File: config.mk
export PLATFORM = sky130hd
export DESIGN_NAME = ad7606_ctrl_flat
export DESIGN_NICKNAME = d
export VERILOG_FILES = /design/src/rtl/ad7606_pkg.sv /design/src/rtl/ad7606_ctrl_if.sv /design/src/rtl/ad7606_ctrl_sync2.sv /design/src/rtl/ad7606_ctrl.sv /design/src/flat_wrapper.sv
export SDC_FILE = /design/constraint.sdc
export NUM_CORES = 1
export LEC_CHECK = 0
export CAP_MARGIN = 10
export CORE_MARGIN = 8
export CORE_UTILIZATION = 57
export DETAILED_ROUTE_END_ITERATION = 6
export DONT_BUFFER_PORTS = 1
export PLACE_DENSITY_LB_ADDON = 0.15
export SYNTH_ARGS = -nofsm -noshare
export SYNTH_HDL_FRONTEND = slang
export SYNTH_HIERARCHICAL = 1
export SYNTH_SLANG_ARGS = --single-unit
File: constraint.sdc
create_clock -name clk -period 2.5 [get_ports clk]
set_input_delay 0.25 -clock clk [delete_from_list [all_inputs] [get_ports clk]]
set_output_delay 0.25 -clock clk [all_outputs]
set_load 0.01 [all_outputs]
File: src/rtl/ad7606_pkg.sv
// ad7606_pkg -- shared types and default timing for the AD7606 controller.
//   state_t  : controller FSM states (also exported on the debug port)
//   sample_t : raw 16-bit two's-complement ADC word
//   DEF_*    : default timing in clk cycles (50 MHz clk assumed)
package ad7606_pkg;

  typedef enum logic [3:0] {
    OFF, RESET, IDLE, CONVST, WAIT_HI, WAIT_LO, RD_LO, RD_HI, DONE
  } state_t;

  typedef logic [15:0] sample_t;

  localparam int DEF_RESET_CYCLES   = 3;    // 60 ns at 50 MHz, ADC needs >= 50 ns
  localparam int DEF_CONVST_CYCLES  = 2;
  localparam int DEF_RD_LOW_CYCLES  = 2;
  localparam int DEF_RD_HIGH_CYCLES = 1;
  localparam int DEF_BUSY_TIMEOUT   = 250;
  localparam int DEF_NUM_CH         = 8;

  // Width of the shared timing counter; must hold BUSY_TIMEOUT.
  localparam int CNT_W = 16;

endpackage

File: src/rtl/ad7606_ctrl_if.sv
// ad7606_ctrl_if -- AD7606 parallel-interface pins.
//   master : controller side (drives reset/convst/cs_n/rd_n, reads busy/frstdata/db)
//   slave  : ADC side (the converter or its model)
interface ad7606_ctrl_if;
  import ad7606_pkg::*;

  logic    adc_reset;
  logic    adc_convst;   // CONVST A and B tied together, idle high
  logic    adc_cs_n;
  logic    adc_rd_n;
  logic    adc_busy;     // asynchronous to clk
  logic    adc_frstdata;
  sample_t adc_db;

  modport master (
    output adc_reset, adc_convst, adc_cs_n, adc_rd_n,
    input  adc_busy, adc_frstdata, adc_db
  );

  modport slave (
    input  adc_reset, adc_convst, adc_cs_n, adc_rd_n,
    output adc_busy, adc_frstdata, adc_db
  );
endinterface

File: src/rtl/ad7606_ctrl_sync2.sv
// sync2 -- two-flop synchronizer for a single asynchronous level.
//   clk, rst : destination clock, async active-high reset (output resets low)
//   d        : asynchronous input
//   q        : synchronized output, two clk cycles of latency
module sync2 (
  input  logic clk,
  input  logic rst,
  input  logic d,
  output logic q
);
  logic meta;

  always_ff @(posedge clk or posedge rst) begin
    if (rst) begin
      meta <= 1'b0;
      q    <= 1'b0;
    end else begin
      meta <= d;
      q    <= meta;
    end
  end
endmodule

File: src/rtl/ad7606_ctrl.sv
// ad7606_ctrl -- AD7606 parallel-mode conversion and readout controller.
//   clk, rst     : single rising-edge clock, async active-high reset
//   power        : enable; low forces OFF with all ADC pins idle
//   start        : one-cycle conversion request
//   adc          : AD7606 pins (ad7606_ctrl_if.master)
//   ready        : high only in IDLE
//   sample_*     : captured word, channel index and one-cycle strobe
//   frame_done   : one-cycle pulse after the last channel of a frame
//   err_timeout  : sticky, busy edge not seen within BUSY_TIMEOUT cycles
//   err_frst     : sticky, FRSTDATA disagreed with the channel position
//   dbg_state    : current FSM state
//
// Handshake: start is accepted only on a cycle where ready is high; in every
// other cycle it is ignored. sample_valid and frame_done are single-cycle
// strobes with no backpressure, so the consumer must take them when they fire.
module ad7606_ctrl
  import ad7606_pkg::*;
#(
  parameter int RESET_CYCLES   = DEF_RESET_CYCLES,
  parameter int CONVST_CYCLES  = DEF_CONVST_CYCLES,
  parameter int RD_LOW_CYCLES  = DEF_RD_LOW_CYCLES,
  parameter int RD_HIGH_CYCLES = DEF_RD_HIGH_CYCLES,
  parameter int BUSY_TIMEOUT   = DEF_BUSY_TIMEOUT,
  parameter int NUM_CH         = DEF_NUM_CH
) (
  input  logic          clk,
  input  logic          rst,
  input  logic          power,
  input  logic          start,
  ad7606_ctrl_if.master adc,
  output logic          ready,
  output sample_t       sample_data,
  output logic [2:0]    sample_ch,
  output logic          sample_valid,
  output logic          frame_done,
  output logic          err_timeout,
  output logic          err_frst,
  output state_t        dbg_state
);

  localparam logic [CNT_W-1:0] RESET_LAST = CNT_W'(RESET_CYCLES - 1);
  localparam logic [CNT_W-1:0] CONV_LAST  = CNT_W'(CONVST_CYCLES - 1);
  localparam logic [CNT_W-1:0] RDL_LAST   = CNT_W'(RD_LOW_CYCLES - 1);
  localparam logic [CNT_W-1:0] RDH_LAST   = CNT_W'(RD_HIGH_CYCLES - 1);
  localparam logic [CNT_W-1:0] BUSY_LAST  = CNT_W'(BUSY_TIMEOUT - 1);
  localparam logic [CNT_W-1:0] CNT_ONE    = CNT_W'(1);
  localparam logic [2:0]       CH_LAST    = 3'(NUM_CH - 1);

  state_t           state;
  logic [CNT_W-1:0] cnt;     // cycles spent in the current timed state
  logic [2:0]       ch;      // channel currently being read
  logic             busy_s;
  logic             adc_reset_r;
  logic             convst_r;
  logic             cs_n_r;
  logic             rd_n_r;

  sync2 u_busy_sync (
    .clk (clk),
    .rst (rst),
    .d   (adc.adc_busy),
    .q   (busy_s)
  );

  assign adc.adc_reset  = adc_reset_r;
  assign adc.adc_convst = convst_r;
  assign adc.adc_cs_n   = cs_n_r;
  assign adc.adc_rd_n   = rd_n_r;
  assign dbg_state      = state;

  // Every pin and status output is registered and updated on the transition
  // edge, so each one is valid for exactly the cycles its state is active.
  always_ff @(posedge clk or posedge rst) begin
    if (rst) begin
      state        <= OFF;
      cnt          <= '0;
      ch           <= '0;
      adc_reset_r  <= 1'b0;
      convst_r     <= 1'b1;
      cs_n_r       <= 1'b1;
      rd_n_r       <= 1'b1;
      ready        <= 1'b0;
      sample_data  <= '0;
      sample_ch    <= '0;
      sample_valid <= 1'b0;
      frame_done   <= 1'b0;
      err_timeout  <= 1'b0;
      err_frst     <= 1'b0;
    end else begin
      sample_valid <= 1'b0;
      frame_done   <= 1'b0;
      if (!power) begin
        // Abort whatever is in flight; error flags keep their history.
        state       <= OFF;
        cnt         <= '0;
        ch          <= '0;
        adc_reset_r <= 1'b0;
        convst_r    <= 1'b1;
        cs_n_r      <= 1'b1;
        rd_n_r      <= 1'b1;
        ready       <= 1'b0;
      end else begin
        case (state)
          OFF: begin
            state       <= RESET;
            adc_reset_r <= 1'b1;
            cnt         <= '0;
          end
          RESET: begin
            if (cnt == RESET_LAST) begin
              state       <= IDLE;
              adc_reset_r <= 1'b0;
              ready       <= 1'b1;
              cnt         <= '0;
            end else begin
              cnt <= cnt + CNT_ONE;
            end
          end
          IDLE: begin
            if (start) begin
              state       <= CONVST;
              convst_r    <= 1'b0;
              ready       <= 1'b0;
              cnt         <= '0;
              ch          <= '0;
              err_timeout <= 1'b0;
              err_frst    <= 1'b0;
            end
          end
          CONVST: begin
            if (cnt == CONV_LAST) begin
              state    <= WAIT_HI;
              convst_r <= 1'b1;
              cnt      <= '0;
            end else begin
              cnt <= cnt + CNT_ONE;
            end
          end
          WAIT_HI: begin
            if (busy_s) begin
              state <= WAIT_LO;
              cnt   <= '0;
            end else if (cnt == BUSY_LAST) begin
              state       <= IDLE;
              err_timeout <= 1'b1;
              ready       <= 1'b1;
              cnt         <= '0;
            end else begin
              cnt <= cnt + CNT_ONE;
            end
          end
          WAIT_LO: begin
            if (!busy_s) begin
              state  <= RD_LO;
              cs_n_r <= 1'b0;
              rd_n_r <= 1'b0;
              cnt    <= '0;
            end else if (cnt == BUSY_LAST) begin
              state       <= IDLE;
              err_timeout <= 1'b1;
              ready       <= 1'b1;
              cnt         <= '0;
            end else begin
              cnt <= cnt + CNT_ONE;
            end
          end
          RD_LO: begin
            if (cnt == RDL_LAST) begin
              // Capture on the last low cycle; the strobe is visible next cycle.
              state        <= RD_HI;
              rd_n_r       <= 1'b1;
              cnt          <= '0;
              sample_data  <= adc.adc_db;
              sample_ch    <= ch;
              sample_valid <= 1'b1;
              // FRSTDATA must be high on channel 0 and low on all others.
              if (adc.adc_frstdata != (ch == 3'd0)) err_frst <= 1'b1;
            end else begin
              cnt <= cnt + CNT_ONE;
            end
          end
          RD_HI: begin
            if (cnt == RDH_LAST) begin
              cnt <= '0;
              if (ch == CH_LAST) begin
                state      <= DONE;
                cs_n_r     <= 1'b1;
                frame_done <= 1'b1;
              end else begin
                state  <= RD_LO;
                rd_n_r <= 1'b0;
                ch     <= ch + 3'd1;
              end
            end else begin
              cnt <= cnt + CNT_ONE;
            end
          end
          DONE: begin
            state <= IDLE;
            ready <= 1'b1;
          end
          default: state <= OFF;
        endcase
      end
    end
  end

endmodule

File: src/flat_wrapper.sv
// flat-port wrapper written by rule: the top's interface ports become plain ports
module ad7606_ctrl_flat import ad7606_pkg::*;
#(
  parameter int RESET_CYCLES   = DEF_RESET_CYCLES,
  parameter int CONVST_CYCLES  = DEF_CONVST_CYCLES,
  parameter int RD_LOW_CYCLES  = DEF_RD_LOW_CYCLES,
  parameter int RD_HIGH_CYCLES = DEF_RD_HIGH_CYCLES,
  parameter int BUSY_TIMEOUT   = DEF_BUSY_TIMEOUT,
  parameter int NUM_CH         = DEF_NUM_CH
)
  (clk, rst, power, start, ready, sample_data, sample_ch, sample_valid, frame_done, err_timeout, err_frst, dbg_state, adc_adc_reset, adc_adc_convst, adc_adc_cs_n, adc_adc_rd_n, adc_adc_busy, adc_adc_frstdata, adc_adc_db);
  ad7606_ctrl_if adc_i ();
  input  logic clk;
  input  logic rst;
  input  logic power;
  input  logic start;
  output logic ready;
  output sample_t sample_data;
  output logic [2:0] sample_ch;
  output logic sample_valid;
  output logic frame_done;
  output logic err_timeout;
  output logic err_frst;
  output state_t dbg_state;
  output wire logic [$bits(adc_i.adc_reset)-1:0] adc_adc_reset;
  output wire logic [$bits(adc_i.adc_convst)-1:0] adc_adc_convst;
  output wire logic [$bits(adc_i.adc_cs_n)-1:0] adc_adc_cs_n;
  output wire logic [$bits(adc_i.adc_rd_n)-1:0] adc_adc_rd_n;
  input wire logic [$bits(adc_i.adc_busy)-1:0] adc_adc_busy;
  input wire logic [$bits(adc_i.adc_frstdata)-1:0] adc_adc_frstdata;
  input wire logic [$bits(adc_i.adc_db)-1:0] adc_adc_db;
  assign adc_adc_reset = adc_i.adc_reset;
  assign adc_adc_convst = adc_i.adc_convst;
  assign adc_adc_cs_n = adc_i.adc_cs_n;
  assign adc_adc_rd_n = adc_i.adc_rd_n;
  assign adc_i.adc_busy = adc_adc_busy;
  assign adc_i.adc_frstdata = adc_adc_frstdata;
  assign adc_i.adc_db = adc_adc_db;
  ad7606_ctrl #(.RESET_CYCLES(RESET_CYCLES), .CONVST_CYCLES(CONVST_CYCLES), .RD_LOW_CYCLES(RD_LOW_CYCLES), .RD_HIGH_CYCLES(RD_HIGH_CYCLES), .BUSY_TIMEOUT(BUSY_TIMEOUT), .NUM_CH(NUM_CH)) u_core (.clk(clk), .rst(rst), .power(power), .start(start), .adc(adc_i), .ready(ready), .sample_data(sample_data), .sample_ch(sample_ch), .sample_valid(sample_valid), .frame_done(frame_done), .err_timeout(err_timeout), .err_frst(err_frst), .dbg_state(dbg_state));
endmodule
* After elaboration in Yosys (flattened, before gate mapping) *
Cells that the tools add are included.

storage, ports and cells
  register bits = 53
  bits in latches = 0
  memory bits (writable) = 0
  memory bits (read-only) = 0
  input port bits = 22
  output and inout bits = 32
  logic and storage cells = 131
  memories kept = 0

operators by class
  add/subtract/negate cells = 2
  $mul = 0
  div/mod/pow operators = 0
  order comparisons = 0
  equality and inequality tests = 35
  shifts and indexed selects = 0
  muxes and demuxes = 61
  bitwise operators = 0
  reductions and logical operators = 17

operators with widths
  operator                                               count
  two-way mux 16 bit                                     8
  one-hot mux 16 bit (7 select lines)                    1
  two-way mux 4 bit                                      10
  one-hot mux 4 bit (9 select lines)                     1
  two-way mux 1 bit                                      29
  AND reduction 5 bit                                    5
  adder 16 x 1 -> 16 bit (second input constant)         1
  equality test 16 x 1 -> 1 bit (second input constant)  1
  equality test 16 x 2 -> 1 bit (second input constant)  1
  equality test 16 x 8 -> 1 bit (second input constant)  1
  equality test 4 x 3 -> 1 bit (second input constant)   4
  logical NOT 16 bit                                     1
  != test 3 x 2 -> 1 bit (second input constant)         5
  != test 3 bit (second input constant)                  5
  two-way mux 3 bit                                      4
  != test 3 x 1 -> 1 bit (second input constant)         4
  equality test 4 x 2 -> 1 bit (second input constant)   2
  != test 8 x 2 -> 1 bit (second input constant)         1
  one-hot mux 1 bit (2 select lines)                     4
  AND reduction 4 bit                                    2
  != test 2 bit (second input constant)                  3
  != test 6 x 1 -> 1 bit (second input constant)         1
  one-hot mux 1 bit (3 select lines)                     2
  one-hot mux 3 bit (2 select lines)                     1
  15 further kinds                                       18

* Longest topological paths before layout *
  depth in word-level cells = 5
  mapped depth = 8
  depth with buffers taken out = 8

* Modules after synthesis *
Netlist, hierarchy kept.

by module, submodules not included
  module       instances  cells each  area each (um^2)
  ad7606_ctrl  1          280         2,748.9
  sync2        1          3           53.8

* Worst setup path after synthesis *
OpenSTA, ideal clock, no wires.

  kind = register -> register
  start = reg u_core.cnt[12]
  end = reg u_core.state[0] (netlist: u_core/dbg_state[0])
  setup time = 0.126 ns
  arrival = 2.383 ns
  required time = 2.374 ns
  path slack = -0.009 ns
  stages on the path, launching flop included = 6
  buffers on the path = 0
  clock period less this slack = 2.509 ns
  path through = dfrtp_1 or4_4 or4_1 o2bb2ai_2 o31a_1 a221o_1

between the ends
  longest elaborated chain between the ends = 5
  elaborated cells on any way between the ends = 14

RTL lines
  element                               line                                    source
  start, declared                       ad7606_ctrl.sv:50                       logic [CNT_W-1:0] cnt;
  start signal, assigned                ad7606_ctrl.sv:116                      cnt <= cnt + CNT_ONE;
  start signal, assigned                ad7606_ctrl.sv:136                      cnt <= cnt + CNT_ONE;
  start signal, assigned                ad7606_ctrl.sv:149                      cnt <= cnt + CNT_ONE;
  equality test 16 x 8 -> 1 bit         ad7606_ctrl.sv:143, ad7606_ctrl.sv:158
  two-way mux 4 bit                     n/a
  two-way mux 4 bit (on tied branches)  n/a
  one-hot mux 4 bit (9 select lines)    n/a
  two-way mux 4 bit                     n/a
  end signal, assigned                  ad7606_ctrl.sv:75                       state <= OFF;
  end signal, assigned                  ad7606_ctrl.sv:94                       state <= OFF;
  end signal, assigned                  ad7606_ctrl.sv:105                      state <= RESET;
  end, declared                         ad7606_ctrl.sv:49                       state_t state;

Several ways; a longest one is shown, not always the timed one.
A chain may end at the register's enable or synchronous reset.

* Worst setup path after layout *
  start = reg u_core.cnt[9]
  end = reg u_core.cnt[3]

between the ends
  longest elaborated chain between the ends = 5
  elaborated cells on any way between the ends = 12

RTL lines
  element                                line                                    source
  equality test 16 x 8 -> 1 bit          ad7606_ctrl.sv:143, ad7606_ctrl.sv:158
  two-way mux 16 bit                     ad7606_ctrl.sv:143, ad7606_ctrl.sv:158
  two-way mux 16 bit (on tied branches)  ad7606_ctrl.sv:153, ad7606_ctrl.sv:140
  one-hot mux 16 bit (7 select lines) *  ad7606_ctrl.sv:103                      case (state)
  two-way mux 16 bit *                   ad7606_ctrl.sv:92                       if (!power) begin

Every way passes the cells marked *; elsewhere a longest branch is shown, timed or not.

==> flow_summary_export.csv <==
group,metric,value,unit
layout,diodes,0,
die,die_area,0.00742,sq mm
critical_path,required,2690,ps
flow_run,maxCapViolations,0,
clocking,root_buffer,"clkbuf_8",
global_routing,grt_antenna_before_repair,0,
timing,slew_headroom,0.506,
critical_path,timing.rr.end,"u_core/cnt[3]",
detailed_routing,drt_iter0_drc,193,
timing,worst_pin_slew,734,ps
layout,fin_area,0.00332,sq mm
critical_path,crit_path_frequent_cell,"or4_4",
critical_path,cp-end-kind,"register",
synth,yosys-top-cells-count,"50 x dfrtp_1, 26 x nor2_1, 19 x mux2_2",
synth,synth-simple-area-share,0.207,
timing,rsz0062_at_grt,"true",
die,start_util,0.593,
synth,netlist_area,0.00280,sq mm
clocking,worst_skew_pair.late_latency,310,ps
min_path,min-delay-start,"power",
detailed_routing,vias,2265,
detailed_routing,avgViaCountPerCell,5.96,
critical_path,max_stage_delay,580,ps
die,die_y,86.1,microns
detailed_routing,antenna_left,0,
synth,synthesis.nets,312,
pwr,p_leak,1.51,nW
detailed_routing,drc_errors,0,
timing,max_freq,391,MHz
synth,synth_top_family_by_area,"simple AND/OR/NAND/NOR gates",
layout,final_nets,341,
layout,syn2layout_area_growth,18.3,%
critical_path,crit_chain,"or4_4, or4_4, o2bb2ai_4, o31ai_4, nor3_2, a311o_1",
pwr,power_density,727,mW/mm^2
timing,hold_ws,26.5,ps
synth,synthAdderAreaFrac,0.0313,
critical_path,reg2reg_depth,6,
timing,tns,-60.4,ps
global_routing,grt_max_degree,36,
place,dpl_cell_area,0.00305,sq mm
global_routing,grt_pass1_wl,10.9,mm
layout,final_layout_size_suffix_gt1_frac,0.259,
die,die_x,86.1,microns
synth,synth-seq-cells,53,
pwr,ir_drop,0.000384,V
synth,seq_area_frac_synth,0.475,
critical_path,path_class,"reg -> reg",
synth,synth.area.mux_share,0.0875,
synth,synth-compound-area-share,0.120,
detailed_routing,post_drt_wl_per_cell,18.0,microns
die,ios,54,
outcome,status,"complete, but fails checks",
synth,synth_edf_count,0,
timing,period_share,1.02,
synth,synthXorXnorAreaFrac,0.0406,
synth,yosys.area.top_type,"dfrtp_1",
synth,async_flop_share,1.00,
timing,drv_slew,0,
synth,synth_area_per_cell,9.90,sq um
critical_path,crit_path_max_fanout,4,
synth,yosys.area.top_type_share,0.446,
clocking,cts-buffers-inserted,5,
timing,fin_skew,14.6,ps
critical_path,r2r-start,"u_core/cnt[9]",
critical_path,cp_slowest_cell,"or4_4",
synth,synth_cell_type_count,49,
outcome,violations,"setup timing",
layout,final_util,0.702,
critical_path,arrival,2750,ps
clocking,clockBufferDepth,2,
global_routing,track_usage,0.182,
timing,finalSetupViolCount,1,
detailed_routing,first_pass_iters,4,
place,dp.final_hpwl,4.68,mm
clocking,cts.htree.levels,2,
synth,yosysWarnings,6,
clocking,clk_pin_slew,110,ps
detailed_routing,drt_wl_total,6.85,mm
clocking,cts.sinks,53,
synth,synthCells,283,
die,core,0.00472,sq mm
place,place_congestion,0.888,
critical_path,cp-start-kind,"register",
synth,synth_most_common_cell,"dfrtp_1",
global_routing,grt_overflow,0,
min_path,min_path_cells,1,
timing,hold_viol,0,
die,rows,25,
min_path,holdCritPathClass,"in -> reg",
timing,layout_min_cycle_time,2560,ps
timing,setup_slack,-60.4,ps
global_routing,grt_pass1_vias,2202,
min_path,hold_end,"u_core/err_timeout",
place,io_buffers,0,
synth,ys_top_cells_by_area,"dfrtp_1 45%, mux2_2 7.6%, nor2_1 3.5%",
critical_path,reg2reg_setup_slack,-60,ps
synth,ys.flop_type,"dfrtp_1",
clocking,cts_tree,"yes",
-- flip-flops by register name, indices dropped and copies added (netlist names), 3 cells and up --
register	cells
u_core/cnt	16
u_core/sample_ch	3
u_core/sample_data	16
u_core/ch	3
u_core/dbg_state	4
-- critical path, delay by kind of cell, from the launching register on --
kind / cells / cell delay, ps
simple gates: 3 / 1210
flops: 1 / 400
compound gates: 3 / 830
-- final cells by class --
| cell class | count | area, sq um |
|---|---|---|
| Clock buffer | 6 | 72.6 |
| Clock inverter | 2 | 38.8 |
| Fill cell | 365 | 1410 |
| Inverter | 15 | 56.3 |
| Multi-Input combinational cell | 202 | 1450 |
| Sequential cell | 53 | 1330 |
| Tap cell | 67 | 83.8 |
| Timing Repair Buffer | 35 | 285 |
-- stage by stage --
| step | std cells | total power [W] | worst slack [ps] |
|---|---|---|---|
| after floorplan | 283 | 0.00156 | 5.59 |
| after global placement | 363 | 0.00173 | 15.1 |
| after detailed placement | 363 | 0.00174 | -29.9 |
| after CTS | 375 | 0.00236 | 7.88 |
| after global routing | 380 | 0.00254 | -119 |
| final | 380 | 0.00241 | -60.4 |
-- layer usage --
layer | global-route usage | wire (microns) | up-vias
li1 | - | - | 1067
met1 | 0.223 | 2840 | 1128
met2 | 0.317 | 3590 | 63
met3 | 0.0334 | 353 | 7
met4 | 0.0525 | 65 | 0
met5 | 0 | 0 | -
-- cells by family (layout without fill, tap and decap cells) --
family	count (synthesis)	after routing
fa+ha+maj	7	7
xor+xnor	13	13
flops	53	53
compound gates	50	50
simple gates	109	110
buf+inv	29	58
mux	22	22
-- worst max path at each step --
stage	to	slack [ps]	start
floorplan	u_core/cnt[3]	6	u_core/cnt[12]
global placement	u_core/cnt[3]	20	u_core/cnt[1]
detailed placement	u_core/cnt[3]	-30	u_core/cnt[8]
CTS	u_core/cnt[3]	8	u_core/cnt[8]
global route	u_core/cnt[3]	-120	u_core/cnt[9]
finish	u_core/cnt[3]	-60	u_core/cnt[9]
-- what timing repair did --
item,in CTS,in global routing
endpoints found under the setup margin,11,39
endpoints found under the hold margin,19,0
pin swaps,1,9
gates cloned,0,1
setup buffers,0,4
resized for setup,3,13
hold buffers,4,0
-- placed cells by master (no fill, tap or decap), types with 2 or more instances in the layout --
master	n
dfrtp_1	50
buf_4	30
nor2_1	25
mux2_2	19
nand2_1	18
nand3_1	15
a21oi_1	13
o21ai_0	12
inv_1	12
nor3_1	12
xor2_1	7
nand4_1	7
and3_1	6
xnor2_1	6
clkbuf_8	5
nor2b_1	5
o21ai_1	5
ha_1	5
or4_4	4
nor4_1	4
dlygate4sd3_1	4
inv_2	3
dfstp_2	3
nor2_4	2
or3b_2	2
nor4_2	2
a22o_1	2
and2_1	2
o32ai_1	2
o211a_1	2
mux2i_1	2
ha_4	2
-- where the power goes --
part | switching (W) | leakage (nW) | total, W | internal, W
clock network | 0.000289 | 0.0554 | 0.000590 | 0.000301
registers | 0.0000981 | 0.720 | 0.00103 | 0.000930
logic | 0.000478 | 0.736 | 0.000793 | 0.000315
total | 0.000865 | 1.51 | 0.00241 | 0.00155
No activity file was read; power rests on OpenSTA's default activity.
